$ cat src/rtl/vend_ctrl.sv
// ============================================================================
// Module   : vend_ctrl
// Brief    : Parametrised vending transaction controller: coin credit, buy,
//            cancel, timeout auto-refund and timed result hold.
//            Optional macro VEND_AUTO_EN: vend as soon as balance >= PRICE.
// Revision : 1.0 - initial release
// ============================================================================
`default_nettype none

module vend_ctrl #(
    parameter int                          NUM_COIN    = 3,
    parameter int                          VAL_W       = 8,
    parameter logic [NUM_COIN*VAL_W-1:0]   COIN_VALUES = {8'd50, 8'd10, 8'd5},
    parameter int                          PRICE       = 25,
    parameter int                          CLK_PER_SEC = 50_000_000,
    parameter int                          TIMEOUT_S   = 10,
    parameter int                          HOLD_S      = 2
) (
    input  logic                clk,
    input  logic                rstn,
    input  logic [NUM_COIN-1:0] coin,
    input  logic                buy,
    input  logic                cancel,
    output logic [VAL_W-1:0]    balance,
    output logic [VAL_W-1:0]    change,
    output logic                change_vld,
    output logic                dispense,
    output logic                coin_reject,
    output logic [1:0]          state_o,
    output logic                busy
);

    typedef enum logic [1:0] {
        S_IDLE    = 2'd0,
        S_COLLECT = 2'd1,
        S_VEND    = 2'd2,
        S_REFUND  = 2'd3
    } state_t;

    localparam int CNT_W   = (CLK_PER_SEC > 1) ? $clog2(CLK_PER_SEC) : 1;
    localparam int SEC_MAX = (TIMEOUT_S > HOLD_S) ? TIMEOUT_S : HOLD_S;
    localparam int SEC_W   = $clog2(SEC_MAX + 1);
    // One bit wider than the coin sum so balance + sum never overflows here.
    localparam int SUM_W   = VAL_W + 4;

    localparam logic [SUM_W-1:0] BAL_MAX   = {4'b0000, {VAL_W{1'b1}}};
    localparam logic [VAL_W-1:0] PRICE_V   = VAL_W'(PRICE);
    localparam logic [CNT_W-1:0] CNT_LAST  = CNT_W'(CLK_PER_SEC - 1);
    localparam logic [SEC_W-1:0] TO_LAST   = SEC_W'(TIMEOUT_S - 1);
    localparam logic [SEC_W-1:0] HOLD_LAST = SEC_W'(HOLD_S - 1);

    state_t             state_q;
    logic [VAL_W-1:0]   balance_q;
    logic [VAL_W-1:0]   change_q;
    logic               change_vld_q;
    logic               dispense_q;
    logic               coin_reject_q;
    logic               busy_q;
    logic [CNT_W-1:0]   cnt_q;
    logic [SEC_W-1:0]   sec_q;

    logic [SUM_W-1:0]   w_sum;
    logic [SUM_W-1:0]   w_total;
    logic               w_any;
    logic               w_fits;
    logic               w_tick;
    logic               w_can_vend;

    always_comb begin
        w_sum = '0;
        for (int i = 0; i < NUM_COIN; i++) begin
            if (coin[i]) begin
                w_sum = w_sum + SUM_W'(COIN_VALUES[i*VAL_W +: VAL_W]);
            end
        end
        w_total = {4'b0000, balance_q} + w_sum;
        w_any   = |coin;
        w_fits  = (w_total <= BAL_MAX);
        w_tick  = (cnt_q == CNT_LAST);
`ifdef VEND_AUTO_EN
        w_can_vend = (balance_q >= PRICE_V);
`else
        w_can_vend = buy && (balance_q >= PRICE_V);
`endif
    end

    always_ff @(posedge clk or negedge rstn) begin
        if (!rstn) begin
            state_q       <= S_IDLE;
            balance_q     <= '0;
            change_q      <= '0;
            change_vld_q  <= 1'b0;
            dispense_q    <= 1'b0;
            coin_reject_q <= 1'b0;
            busy_q        <= 1'b0;
            cnt_q         <= '0;
            sec_q         <= '0;
        end else begin
            change_vld_q  <= 1'b0;
            dispense_q    <= 1'b0;
            coin_reject_q <= 1'b0;
            cnt_q         <= w_tick ? '0 : cnt_q + 1'b1;
            if (w_tick) begin
                sec_q <= sec_q + 1'b1;
            end

            case (state_q)
                S_IDLE: begin
                    cnt_q <= '0;
                    sec_q <= '0;
                    if (w_any) begin
                        if (w_fits) begin
                            state_q   <= S_COLLECT;
                            balance_q <= w_total[VAL_W-1:0];
                        end else begin
                            coin_reject_q <= 1'b1;
                        end
                    end
                end

                S_COLLECT: begin
                    if (cancel || (!w_can_vend && !(w_any && w_fits)
                                   && w_tick && (sec_q == TO_LAST))) begin
                        state_q       <= S_REFUND;
                        change_q      <= balance_q;
                        change_vld_q  <= 1'b1;
                        balance_q     <= '0;
                        busy_q        <= 1'b1;
                        cnt_q         <= '0;
                        sec_q         <= '0;
                        coin_reject_q <= w_any;
                    end else if (w_can_vend) begin
                        state_q       <= S_VEND;
                        dispense_q    <= 1'b1;
                        change_q      <= balance_q - PRICE_V;
                        change_vld_q  <= 1'b1;
                        balance_q     <= '0;
                        busy_q        <= 1'b1;
                        cnt_q         <= '0;
                        sec_q         <= '0;
                        coin_reject_q <= w_any;
                    end else if (w_any && w_fits) begin
                        // Accepted credit restarts the idle timeout.
                        balance_q <= w_total[VAL_W-1:0];
                        cnt_q     <= '0;
                        sec_q     <= '0;
                    end else begin
                        coin_reject_q <= w_any;
                    end
                end

                default: begin
                    coin_reject_q <= w_any;
                    if (w_tick && (sec_q == HOLD_LAST)) begin
                        state_q <= S_IDLE;
                        busy_q  <= 1'b0;
                        cnt_q   <= '0;
                        sec_q   <= '0;
                    end
                end
            endcase
        end
    end

    assign balance     = balance_q;
    assign change      = change_q;
    assign change_vld  = change_vld_q;
    assign dispense    = dispense_q;
    assign coin_reject = coin_reject_q;
    assign state_o     = state_q;
    assign busy        = busy_q;

endmodule

`default_nettype wire

$ cat config.mk
export PLATFORM = sky130hd
export DESIGN_NAME = vend_ctrl
export DESIGN_NICKNAME = d
export VERILOG_FILES = /design/src/rtl/vend_ctrl.sv
export SDC_FILE = /design/constraint.sdc
export NUM_CORES = 1
export LEC_CHECK = 0
export BUFFER_PORTS_ARGS = -buffer_cell sky130_fd_sc_hd__buf_2
export CORE_ASPECT_RATIO = 0.9
export CORE_MARGIN = 2
export CORE_UTILIZATION = 35
export CTS_BUF_LIST = sky130_fd_sc_hd__clkbuf_8
export CTS_CLUSTER_DIAMETER = 40
export DETAILED_ROUTE_END_ITERATION = 8
export GPL_TIMING_DRIVEN = 0
export PLACE_DENSITY = 0.55
export SLEW_MARGIN = 0
export SYNTH_ARGS = -nofsm -noshare
export SYNTH_HDL_FRONTEND = slang
export SYNTH_SLANG_ARGS = --single-unit
$ cat constraint.sdc
create_clock -name clk -period 2.69 [get_ports clk]
set_input_delay 0.6725 -clock clk [delete_from_list [all_inputs] [get_ports clk]]
set_output_delay 0.6725 -clock clk [all_outputs]
set_load 0.02 [all_outputs]
Word-level counts from Yosys, hierarchy flattened
Index checks and enable logic that the tools add are counted.
{"block": "word_totals", "word_cells": 89, "input_bits": 7, "mem_count": 0, "reg_bits": 52, "latch_bits": 0, "ramBits": 0, "rom_bits": 0, "out_inout_bits": 22}
{"block": "classes", "mux": 44, "div": 0, "n_lt_le_gt_ge": 2, "n_bitwise": 1, "n_shift": 0, "mul": 0, "n_eq_ne": 8, "n_addsub": 6, "reduce_logical": 19}
{"operator": "26-bit two-way mux", "count": 5}
{"operator": "8-bit two-way mux", "count": 7}
{"operator": "26-bit one-hot mux with 2 select lines", "count": 1}
{"operator": "26-bit by 1-bit adder with 26-bit output (second input constant)", "count": 1}
{"operator": "26-bit equality test (second input constant)", "count": 1}
{"operator": "12-bit two-way mux", "count": 2}
{"operator": "4-bit two-way mux", "count": 5}
{"operator": "8-bit one-hot mux with 2 select lines", "count": 1}
{"operator": "1-bit two-way mux", "count": 13}
{"operator": "12-bit by 4-bit adder with 12-bit output (second input constant)", "count": 1}
{"operator": "12-bit by 6-bit adder with 12-bit output (second input constant)", "count": 1}
{"operator": "8-bit by 12-bit adder with 12-bit output", "count": 1}
{"operator": "12-bit by 8-bit less-or-equal comparator with 1-bit output (second input constant)", "count": 1}
{"operator": "2-bit two-way mux", "count": 5}
{"operator": "8-bit by 5-bit greater-or-equal comparator with 1-bit output (second input constant)", "count": 1}
{"operator": "4-bit one-hot mux with 2 select lines", "count": 1}
{"operator": "4-bit AND reduction", "count": 2}
{"operator": "8-bit by 5-bit subtractor with 8-bit output (second input constant)", "count": 1}
{"operator": "1-bit logical AND", "count": 6}
{"operator": "2-bit nonzero test", "count": 3}
{"operator": "4-bit by 1-bit adder with 4-bit output (second input constant)", "count": 1}
{"operator": "4-bit by 1-bit equality test with 1-bit output (second input constant)", "count": 1}
{"operator": "4-bit equality test (second input constant)", "count": 1}
{"operator": "2-bit inequality test (second input constant)", "count": 2}
{"operator": "other kinds (14)", "count": 16}

Depth between registers and ports, before layout
{"block": "logic_depth", "word_depth": 15, "mapped_depth": 12, "ltp_nobuf": 12}

Worst setup path before layout
Ideal clock, no wire load.
{"block": "synth_timing", "path_type": "input-to-reg", "from": "input coin[0]", "to": "register change_q[1] (netlist: change[1])", "n_path_buf": 0, "setup_time_ps": 123, "required_ps": 2567, "cell_stages": 11, "slack_ps": -94, "arrival_ps": 2661, "cell_sequence": "inv_1 -> ha_1 -> nand2_1 -> o21ai_0 -> ha_1 -> nand3_1 -> and2_1 -> o31ai_2 -> and3b_1 -> o21bai_1 -> o221a_1"}
{"block": "synth_via", "elab_chain_len": 15, "elab_cells_between_ends": 17, "cone_classes": "add/sub (3); order compare (1); mux (4); reduce/logical (9)"}
{"element": "start: declaration", "line": "21", "source": "input logic [NUM_COIN-1:0] coin,"}
{"element": "3-bit two-way mux", "line": "72", "source": "if (coin[i]) begin"}
{"element": "12-bit by 4-bit adder with 12-bit output", "line": "73", "source": "w_sum = w_sum + SUM_W'(COIN_VALUES[i*VAL_W +: VAL_W]);"}
{"element": "12-bit two-way mux", "line": "72"}
{"element": "12-bit by 6-bit adder with 12-bit output", "line": "73"}
{"element": "12-bit two-way mux", "line": "72"}
{"element": "8-bit by 12-bit adder with 12-bit output", "line": "76", "source": "w_total = {4'b0000, balance_q} + w_sum;"}
{"element": "12-bit by 8-bit less-or-equal comparator with 1-bit output", "line": "78", "source": "w_fits = (w_total <= BAL_MAX);"}
{"element": "1-bit logical AND (*)", "line": "122", "source": "if (cancel || (!w_can_vend && !(w_any && w_fits)"}
{"element": "1-bit zero test (*)", "line": "122"}
{"element": "1-bit logical AND (*)", "line": "122"}
{"element": "1-bit logical AND (*) (2 in a row)", "line": "123", "source": "&& w_tick && (sec_q == TO_LAST))) begin"}
{"element": "1-bit logical OR (*)", "line": "122"}
{"element": "2-bit nonzero test (no source line)"}
{"element": "2-bit AND reduction (no source line)"}
{"element": "end signal: assignment", "line": "125", "source": "change_q <= balance_q;"}
{"element": "end signal: assignment", "line": "135", "source": "change_q <= balance_q - PRICE_V;"}
{"element": "end: declaration", "line": "54", "source": "logic [VAL_W-1:0] change_q;"}
Every way passes the cells marked *; elsewhere a longest branch is shown, timed or not.
A chain may end at the register's enable or synchronous reset.

Worst setup path after layout
{"block": "layout_timing", "from": "input coin[0]", "to": "register coin_reject_q (netlist: coin_reject)"}
{"block": "layout_via", "elab_chain_len": 15, "elab_cells_between_ends": 20, "cone_classes": "add/sub (3); order compare (1); mux (9); reduce/logical (7)"}
{"element": "3-bit two-way mux", "line": "72"}
{"element": "12-bit by 4-bit adder with 12-bit output", "line": "73"}
{"element": "12-bit two-way mux", "line": "72"}
{"element": "12-bit by 6-bit adder with 12-bit output", "line": "73"}
{"element": "12-bit two-way mux", "line": "72"}
{"element": "8-bit by 12-bit adder with 12-bit output", "line": "76"}
{"element": "12-bit by 8-bit less-or-equal comparator with 1-bit output", "line": "78"}
{"element": "1-bit logical AND", "line": "122, 142"}
{"element": "1-bit zero test", "line": "122"}
{"element": "1-bit logical AND", "line": "122"}
{"element": "1-bit logical AND (2 in a row)", "line": "123"}
{"element": "1-bit logical OR", "line": "122"}
{"element": "1-bit two-way mux", "line": "122"}
{"element": "1-bit one-hot mux with 2 select lines (*)", "line": "107", "source": "case (state_q)"}
{"element": "end signal: assignment", "line": "131", "source": "coin_reject_q <= w_any;"}
{"element": "end signal: assignment", "line": "141", "source": "coin_reject_q <= w_any;"}
{"element": "end signal: assignment", "line": "148", "source": "coin_reject_q <= w_any;"}
{"element": "end: declaration", "line": "57", "source": "logic coin_reject_q;"}
Marked as above.

==> flow_summary.yaml <==
timing:
  max_freq_ghz: 0.3878
  fin_crit_ns: 2.578
  finalSetupViolCount: 0
  hold_violations: 0
  post-route-period-util_pct: 95.85
  clock_skew_ns: 0.01206
  layout_setup_ws_ns: 0.1116
  slew_headroom_pct: 22.76
  max_slew.worst_pin.slew_ns: 1.159
  rsz0062_at_grt: "no"
  tns_ns: 0
  maxSlewViolCount: 0
  whs_ns: 0.4659
floorplanning:
  io-pin-count: 29
  rows: 32
  dieArea_um2: 9643
  start_util_pct: 36.08
  die_x_um: 103.3
  die_h_um: 93.36
  coreArea_um2: 8608
routing:
  ant_nets: 0
  wl_per_cell_um: 13.88
  drcViolationCount: 0
  drt-initial-drc-count: 89
  wl_um: 6719
  via_per_inst: 4.990
  dr.pass1.iters: 4
  vias: 2415
placement:
  gp_congestion: 0.7548
  dp_cells: 467
  hpwlAfterDp_um: 4854
  dp_slack_ns: -0.5245
  io_buffers: 26
pwr:
  vdd_drop_max_uv: 182.5
  p_leak_nw: 1.590
  p_per_area_nw_per_um2: 393.8
  power_w: 0.001443
synthesis:
  synth_cell_types: 60
  ys_async_sr_fraction_pct: 100.0
  synth_edf_count: 0
  ys_seq_elements: 52
  synthesis.area_per_instance_um2: 9.644
  syn_area_um2: 3105
  synth_cells: 322
  yosysSeqAreaShare_pct: 41.90
  synthFlopType: "dfrtp_1"
  syn-num-nets: 344
  yosys_warnings: 0
flow_run:
  maxCapViolCount: 0
cells_and_area:
  area_growth_pct: 18.01
  antennaDiodeCount: 0
  stdcell_count: 484
  drive_above_1_share_pct: 20.82
  layout.nets: 386
critical_path:
  path_max_fanout: 10
  path_class: "in2reg"
  crit_required_ns: 2.88
  reg2reg_depth: 8
  endpoint_kind: "register"
  startpoint_type: "primary input"
  crit_arrival_ns: 2.77
clock_network:
  worstSkewPairLatency_ns: 0.31
  clock-root-buffer: "clkbuf_8"
  clockBufferDepth: 2
  cts_tree: "built"
  cts_made_buffers: 5
  cts_max_level: 2
  ctsHoldBuffers: 0
  cts.sinks: 52
  clk_pin_slew_ns: 0.10
run_status:
  outcome: "finished, final reports clean"
min_path:
  min_path_cells: 1
  hp-class: "reg2reg"
grt:
  antenna_found_initial: 0
  grt_overflow: 0
  grt_pass1_vias: 2336
  grt_pass1_wl_um: 11610
  grt_max_degree: 53
  track_usage_pct: 15.30
[power breakdown]
part	switching, W	internal, W
logic	0.000108	0.0000795
registers	0.0000138	0.000794
clock network	0.000266	0.000182
[what timing repair did]
action / in CTS / in global routing
cloned: 1 / 0
setup endpoints to repair: 30 / 38
buffers inserted: 0 / 9
pin swaps: 8 / 12
resized for setup: 13 / 16
[worst paths after layout]
check / from / to / slack (ns)
max in group asynchronous: rstn / balance[1] / 1.32
worst min register to register: cnt_q[0] / cnt_q[0] / 0.47
worst max register to register: balance[0] / coin_reject / 0.13
worst min-delay path: cnt_q[0] / cnt_q[0] / 0.47
min in group asynchronous: rstn / cnt_q[2] / 0.58
worst max-delay path: coin[0] / coin_reject / 0.11
[critical path, cell delays in order]
cell,delay (ns)
buf_4,0.11
inv_2,0.06
ha_1,0.19
nand2_1,0.06
o21ai_1,0.06
ha_1,0.36
a21oi_2,0.16
and2_4,0.18
o31ai_4,0.07
buf_6,0.13
a2bb2oi_4,0.18
inv_2,0.08
buf_6,0.15
o41a_1,0.30
[per-layer routing]
layer | wire length (um) | share of wire, % | global-route usage, % | up-vias
met5 | 0 | 0 | 0 | -
met4 | 76 | 1.1 | 3.618 | 0
met3 | 238 | 3.5 | 2.765 | 5
met2 | 2878 | 43 | 22.84 | 36
met1 | 3526 | 52 | 22.91 | 1155
li1 | - | - | - | 1219
[per-stage QoR]
stage	area (um2)	utilization, %
detailed placement	3396	39.45
global placement	3396	39.45
finish	3665	42.57
global route	3665	42.57
floorplan	3117	-
CTS	3537	41.09
[final cells by class]
cell class | instances | area [um2]
Buffer | 11 | 72.57
Sequential cell | 52 | 1303
Inverter | 10 | 37.54
Timing Repair Buffer | 36 | 211.5
Fill cell | 853 | 4943
Clock buffer | 5 | 68.82
Tap cell | 119 | 148.9
Clock inverter | 3 | 20.02
Multi-Input combinational cell | 248 | 1803
[flip-flops by register name (all words and copies together), names as in the netlist]
signal / cells
state_o: 2
coin_reject: 1
cnt_q: 26
busy: 1
sec_q: 4
change_vld: 1
change: 8
dispense: 1
balance: 8
[synth_stat cells, drive strengths merged, types with 4 or more instances]
library cell / instances / share of area (%)
a21o: 4 / 0.97
a21oi: 7 / 1.6
a22o: 6 / 1.7
and2: 4 / 0.89
buf: 6 / 1.4
clkbuf: 6 / 0.73
dfrtp: 52 / 42
ha: 14 / 5.6
inv: 10 / 1.2
nand2: 27 / 3.3
nand2b: 6 / 1.2
nand3: 13 / 2.1
nand4: 6 / 1.4
nor2: 47 / 5.7
nor3: 10 / 1.9
o21ai: 10 / 1.6
o221a: 8 / 2.9
or2: 5 / 1.0
or4: 4 / 0.97
xnor2: 18 / 5.1
xor2: 13 / 3.7
[cells by family after synthesis]
| group | after synthesis | share of synthesized area, % |
|---|---|---|
| AOI/OAI and AO/OA | 55 | 14.87 |
| muxes | 3 | 1.007 |
| buffers and inverters | 22 | 3.304 |
| and+or+nand+nor | 144 | 23.89 |
| xor gates and xnor gates | 31 | 8.743 |
| DFF | 52 | 41.90 |
| adders and majority gates | 15 | 6.285 |
[cell usage in the layout, fill, tap and decap left out, drive strengths merged, types with 4 or more instances in the layout]
| master | n |
|---|---|
| nand2b | 6 |
| nand2 | 27 |
| buf | 40 |
| clkbuf | 12 |
| xnor2 | 18 |
| o21ai | 10 |
| ha | 14 |
| or2 | 5 |
| nand3 | 13 |
| a21oi | 7 |
| o221a | 8 |
| xor2 | 13 |
| dfrtp | 52 |
| nor2 | 47 |
| and2 | 4 |
| nand4 | 6 |
| inv | 11 |
| a22o | 6 |
| or4 | 4 |
| nor3 | 10 |
| a21o | 4 |
No activity file was read; power rests on OpenSTA's default activity.
